`src/rtl/alu_arb_pkg.sv`:
```
// Shared opcode encodings and default widths for the two-port ALU arbiter.
package alu_arb_pkg;

  localparam int ALU_W         = 32;
  localparam int CNT_W_DEFAULT = 16;

  localparam logic [2:0] OP_AND = 3'b000;
  localparam logic [2:0] OP_OR  = 3'b001;
  localparam logic [2:0] OP_ADD = 3'b010;
  localparam logic [2:0] OP_SUB = 3'b110;
  localparam logic [2:0] OP_SLT = 3'b111;

endpackage

```
`src/rtl/alu_arbiter_alu_core.sv`:
```
// Purely combinational ALU: AND/OR/ADD/SUB/unsigned SLT; unknown opcodes yield zero.
module alu_core
  import alu_arb_pkg::*;
#(
  parameter int W = ALU_W
) (
  input  logic [W-1:0] a,
  input  logic [W-1:0] b,
  input  logic [2:0]   op,
  output logic [W-1:0] z,
  output logic         zero
);

  always_comb begin
    z = '0;
    case (op)
      OP_AND:  z = a & b;
      OP_OR:   z = a | b;
      OP_ADD:  z = a + b;
      OP_SUB:  z = a - b;
      OP_SLT:  z = {{(W-1){1'b0}}, (a < b)};
      default: z = '0;
    endcase
  end

  assign zero = (z == '0);

endmodule

```
`src/rtl/alu_arbiter.sv`:
```
// Two-port valid/ready arbiter sharing one ALU, with a single-entry tagged result buffer.
// Define ALU_ARB_RR_EN for round-robin tie-breaking; otherwise port 0 wins every tie.
module alu_arbiter
  import alu_arb_pkg::*;
#(
  parameter int W     = ALU_W,
  parameter int CNT_W = CNT_W_DEFAULT
) (
  input  logic             clk,
  input  logic             rst_n,
  input  logic             req0_valid,
  output logic             req0_ready,
  input  logic [W-1:0]     req0_a,
  input  logic [W-1:0]     req0_b,
  input  logic [2:0]       req0_op,
  input  logic             req1_valid,
  output logic             req1_ready,
  input  logic [W-1:0]     req1_a,
  input  logic [W-1:0]     req1_b,
  input  logic [2:0]       req1_op,
  output logic             rsp_valid,
  input  logic             rsp_ready,
  output logic [W-1:0]     rsp_z,
  output logic             rsp_zero,
  output logic             rsp_id,
  output logic [CNT_W-1:0] cnt0,
  output logic [CNT_W-1:0] cnt1
);

  logic         space;
  logic         tie_gnt1;
  logic         gnt1;
  logic         accept;
  logic [W-1:0] a_mux;
  logic [W-1:0] b_mux;
  logic [2:0]   op_mux;
  logic [W-1:0] z_next;
  logic         zero_next;
  logic [1:0]   acc_vec;

  logic         rsp_valid_reg;
  logic [W-1:0] rsp_z_reg;
  logic         rsp_zero_reg;
  logic         rsp_id_reg;

`ifdef ALU_ARB_RR_EN
  logic last_grant_reg;

  // Only a real accept moves the pointer, so a stalled tie keeps its winner.
  always_ff @(posedge clk) begin
    if (!rst_n)
      last_grant_reg <= 1'b1;
    else if (accept)
      last_grant_reg <= gnt1;
  end

  assign tie_gnt1 = ~last_grant_reg;
`else
  assign tie_gnt1 = 1'b0;
`endif

  assign space  = !rsp_valid_reg || rsp_ready;
  assign gnt1   = (req0_valid && req1_valid) ? tie_gnt1 : req1_valid;
  assign accept = rst_n && space && (req0_valid || req1_valid);

  assign req0_ready = accept && !gnt1;
  assign req1_ready = accept && gnt1;
  assign acc_vec    = {req1_ready, req0_ready};

  assign a_mux  = gnt1 ? req1_a  : req0_a;
  assign b_mux  = gnt1 ? req1_b  : req0_b;
  assign op_mux = gnt1 ? req1_op : req0_op;

  alu_core #(.W(W)) u_alu_core (
    .a    (a_mux),
    .b    (b_mux),
    .op   (op_mux),
    .z    (z_next),
    .zero (zero_next)
  );

  always_ff @(posedge clk) begin
    if (!rst_n) begin
      rsp_valid_reg <= 1'b0;
      rsp_z_reg     <= '0;
      rsp_zero_reg  <= 1'b1;
      rsp_id_reg    <= 1'b0;
    end else if (accept) begin
      rsp_valid_reg <= 1'b1;
      rsp_z_reg     <= z_next;
      rsp_zero_reg  <= zero_next;
      rsp_id_reg    <= gnt1;
    end else if (rsp_ready) begin
      rsp_valid_reg <= 1'b0;
    end
  end

  genvar gi;
  generate
    for (gi = 0; gi < 2; gi++) begin : g_cnt
      logic [CNT_W-1:0] cnt_reg;
      always_ff @(posedge clk) begin
        if (!rst_n)
          cnt_reg <= '0;
        else if (acc_vec[gi])
          cnt_reg <= cnt_reg + CNT_W'(1);
      end
    end
  endgenerate

  assign cnt0      = g_cnt[0].cnt_reg;
  assign cnt1      = g_cnt[1].cnt_reg;
  assign rsp_valid = rsp_valid_reg;
  assign rsp_z     = rsp_z_reg;
  assign rsp_zero  = rsp_zero_reg;
  assign rsp_id    = rsp_id_reg;

endmodule

```
`config.mk`:
```
export PLATFORM = sky130hd
export DESIGN_NAME = alu_arbiter
export DESIGN_NICKNAME = d
export VERILOG_FILES = /design/src/rtl/alu_arb_pkg.sv /design/src/rtl/alu_arbiter_alu_core.sv /design/src/rtl/alu_arbiter.sv
export SDC_FILE = /design/constraint.sdc
export NUM_CORES = 1
export LEC_CHECK = 0
export CAP_MARGIN = 10
export CORE_ASPECT_RATIO = 0.75
export CORE_MARGIN = 1
export CORE_UTILIZATION = 56
export DETAILED_ROUTE_END_ITERATION = 6
export HOLD_SLACK_MARGIN = 0.03
export MAX_ROUTING_LAYER = met4
export PLACE_DENSITY = 0.89
export SLEW_MARGIN = 20
export SYNTH_ARGS = -nofsm -noshare
export SYNTH_HDL_FRONTEND = slang
export SYNTH_SLANG_ARGS = --single-unit
```
`constraint.sdc`:
```
create_clock -name clk -period 14.4 [get_ports clk]
set_input_delay 2.88 -clock clk [delete_from_list [all_inputs] [get_ports clk]]
set_output_delay 2.88 -clock clk [all_outputs]
set_load 0.01 [all_outputs]
```
==> results.cfg <==
[global_routing]
grt_resource_usage_total = 0.393
grt_overflow_total = 0
grt_first_pass_wirelength_mm = 47.5
antenna_found_initial = 0
grt_max_degree = 59
first_global_vias = 9477

[sta]
worst_clock_skew_ps = 6.38
worst_case_headroom_to_the_max_slew_limit = 0.355
fin_hold_ws_ps = 455
finalSetupViolCount = 0
post-route-min-period_ps = 8540
finalSetupTns_ps = 0
timing.final.crit_share = 0.593
fmax_ghz = 0.117
timing_worst_slew_pin_value_ps = 967
rsz0062_at_grt = false
maxSlewViolCount = 0
timing.final.hold_violations = 0

[layout]
post_route_cells_drive_above_1_share = 0.0350
fillers = 1178
fin_cells = 1628
finish.net_count = 1670
diodes = 0
layout-area-overhead-vs-synth_pct = 28.8
largest_register_ffs = 32

[clock_tree]
clock_tree.root_cell = sky130_fd_sc_hd__clkbuf_16
cts_buffer_depth = 2
cts_tree = yes
clock_latency_ps = 330
clk_pin_slew_worst_paths_ps = 50
clkSinkCount = 67
post_cts.repair.setup_buffers = 0
cts-htree-levels = 3
cts-buffers-inserted = 9
cts.hold.buffers_added = 0
post_cts.resized_instances = 0

[status]
outcome = finished, violations left
failed_checks = DRC

[placed_design]
place_inst = 1612
dp.final_hpwl_mm = 23.1
gp_congestion = 1.02
buffer_ports.inserted = 207

[floorplanning]
die_w_um = 145
initial_utilization = 0.583
floorplan_die_height_um = 109
design.portCount = 208
placeableCoreArea_um2 = 14700
rows = 38
floorplan.die_area_um2 = 15800

[synthesis]
synth_top_cells_by_area = sky130_fd_sc_hd__dfxtp_1 (16%), sky130_fd_sc_hd__ha_1 (15%), sky130_fd_sc_hd__nand2_1 (10%)
syn_area_per_cell_um2 = 6.78
synth-edff-count = 0
synthCells = 1262
synth_cell_types = 80
mappedNetlistArea_um2 = 8560
yosys.cell_count.top_type = sky130_fd_sc_hd__nand2_1
ys_async_sr_fraction = 0
synth.top_cell.area_share = 0.157
seq_area_frac_synth = 0.157
postSynthNetCount = 1509
synthTopCellsByCount = sky130_fd_sc_hd__nand2_1 (235), sky130_fd_sc_hd__nor2_1 (111), sky130_fd_sc_hd__ha_1 (106), sky130_fd_sc_hd__inv_1 (103), sky130_fd_sc_hd__a21oi_1 (86)
synth_warnings = 0
post-synth-top-area-cell = sky130_fd_sc_hd__dfxtp_1
synth.ff_latch_count = 67
synth_ff_type = sky130_fd_sc_hd__dfxtp_1

[power]
static-leakage-power_uw = 0.00488
ir_drop_mv = 0.0723
power_density_nw_per_um2 = 80.5

[route]
post_drt_wl_per_cell_um = 18.4
post-route-drc-count = 1
dr.first_iter.drc_count = 1139
total_length_of_routed_wires_mm = 30.0
via_per_inst = 6.18
drt_first_pass_iters = 7
via_count = 10063
ant_nets = 0

[worst_hold_path]
min_path_type = reg -> reg

[critical_path]
crit_path_start_kind = input port
critPathMaxFanout = 58
setup.reg_to_reg.worst_slack_ps = 11400
timing.critical_path.required_ps = 11520
worstSetupPathType = in -> out
end_kind = primary output
cp.arrival_ps = 5660

[job]
drv.max_cap_violation_count = 0
[worst max-delay path: stages]
cell and delay (ps):
sky130_fd_sc_hd__clkdlybuf4s50_1 460, sky130_fd_sc_hd__buf_4 330, sky130_fd_sc_hd__nand2_1 110, sky130_fd_sc_hd__or2_2 630, sky130_fd_sc_hd__nor2_1 560, sky130_fd_sc_hd__clkdlybuf4s50_1 680
[through the flow]
| stage | setup slack (ps) | power [uW] | util | cell area [um^2] |
|---|---|---|---|---|
| 2_1_floorplan | 7540 | 491 | - | 8560 |
| 3_3_place_gp | 5940 | 630 | 0.728 | 10700 |
| 3_5_place_dp | 5950 | 637 | 0.728 | 10700 |
| 4_1_cts | 5880 | 874 | 0.751 | 11000 |
| 5_1_grt | 5650 | 934 | 0.751 | 11000 |
| 6_report | 5860 | 888 | 0.751 | 11000 |
[path summary, 6_finish.rpt]
path / startpoint / end / cells past startpoint
worst max register to register: rsp_valid$_SDFFE_PN0P_ / rsp_zero$_SDFFE_PN1P_ / 11
worst min-delay path: rsp_z[24]$_SDFFE_PN0P_ / rsp_z[24]$_SDFFE_PN0P_ / 2
worst min register to register: rsp_z[24]$_SDFFE_PN0P_ / rsp_z[24]$_SDFFE_PN0P_ / 2
worst max-delay path: rst_n / req1_ready / 6
[per-layer routing]
| layer | wire length, um | up-vias | part of all wire | global-route usage |
|---|---|---|---|---|
| li1 | - | 4738 | - | - |
| met1 | 12700 | 4546 | 0.42 | 0.511 |
| met2 | 12600 | 672 | 0.42 | 0.604 |
| met3 | 3540 | 107 | 0.12 | 0.0769 |
| met4 | 1160 | 0 | 0.039 | 0.141 |
| met5 | 0 | - | 0 | - |
[power breakdown]
| part | switching [uW] | internal, uW | total [uW] |
|---|---|---|---|
| clock network | 81.1 | 156 | 237 |
| logic | 264 | 181 | 445 |
| registers | 7.50 | 198 | 205 |
| total | 353 | 535 | 888 |
[cell families after synthesis]
| logic type | synth area share |
|---|---|
| simple gates | 0.260 |
| compound gates | 0.261 |
| buf+inv | 0.0799 |
| fa+ha+maj | 0.160 |
| flops | 0.157 |
| xor+xnor | 0.0593 |
| mux | 0.0235 |
[layout make-up]
type / count / area (um^2) / area share
Multi-Input combinational cell: 1022 / 6570 / 0.595
Inverter: 107 / 402 / 0.0364
Timing Repair Buffer: 216 / 2140 / 0.194
Tap cell: 200 / 250 / 0.0227
Clock buffer: 10 / 239 / 0.0217
Sequential cell: 67 / 1340 / 0.122
Clock inverter: 6 / 88.8 / 0.00806
[cells in the final DEF (no fill, tap or decap), drive strengths merged, types with 4 or more instances in the layout]
cell type and n:
o21bai 12, clkdlybuf4s50 207, nand2 235, clkbuf 10, o21ai 75, o31ai 12, xnor2 34, a21o 12
nand3 52, nor2 111, o221ai 8, and3 12, a211oi 30, a311oi 4, or3 5, ha 106
a221oi 8, nor3 13, xor2 24, nand2b 7, o211ai 17, nand4 21, nor2b 10, buf 9
o22a 4, inv 106, and4 5, dfxtp 67, a31oi 19, a21oi 91, nor4 9, mux2i 19
o22ai 7
No activity file was read; power rests on OpenSTA's default activity.
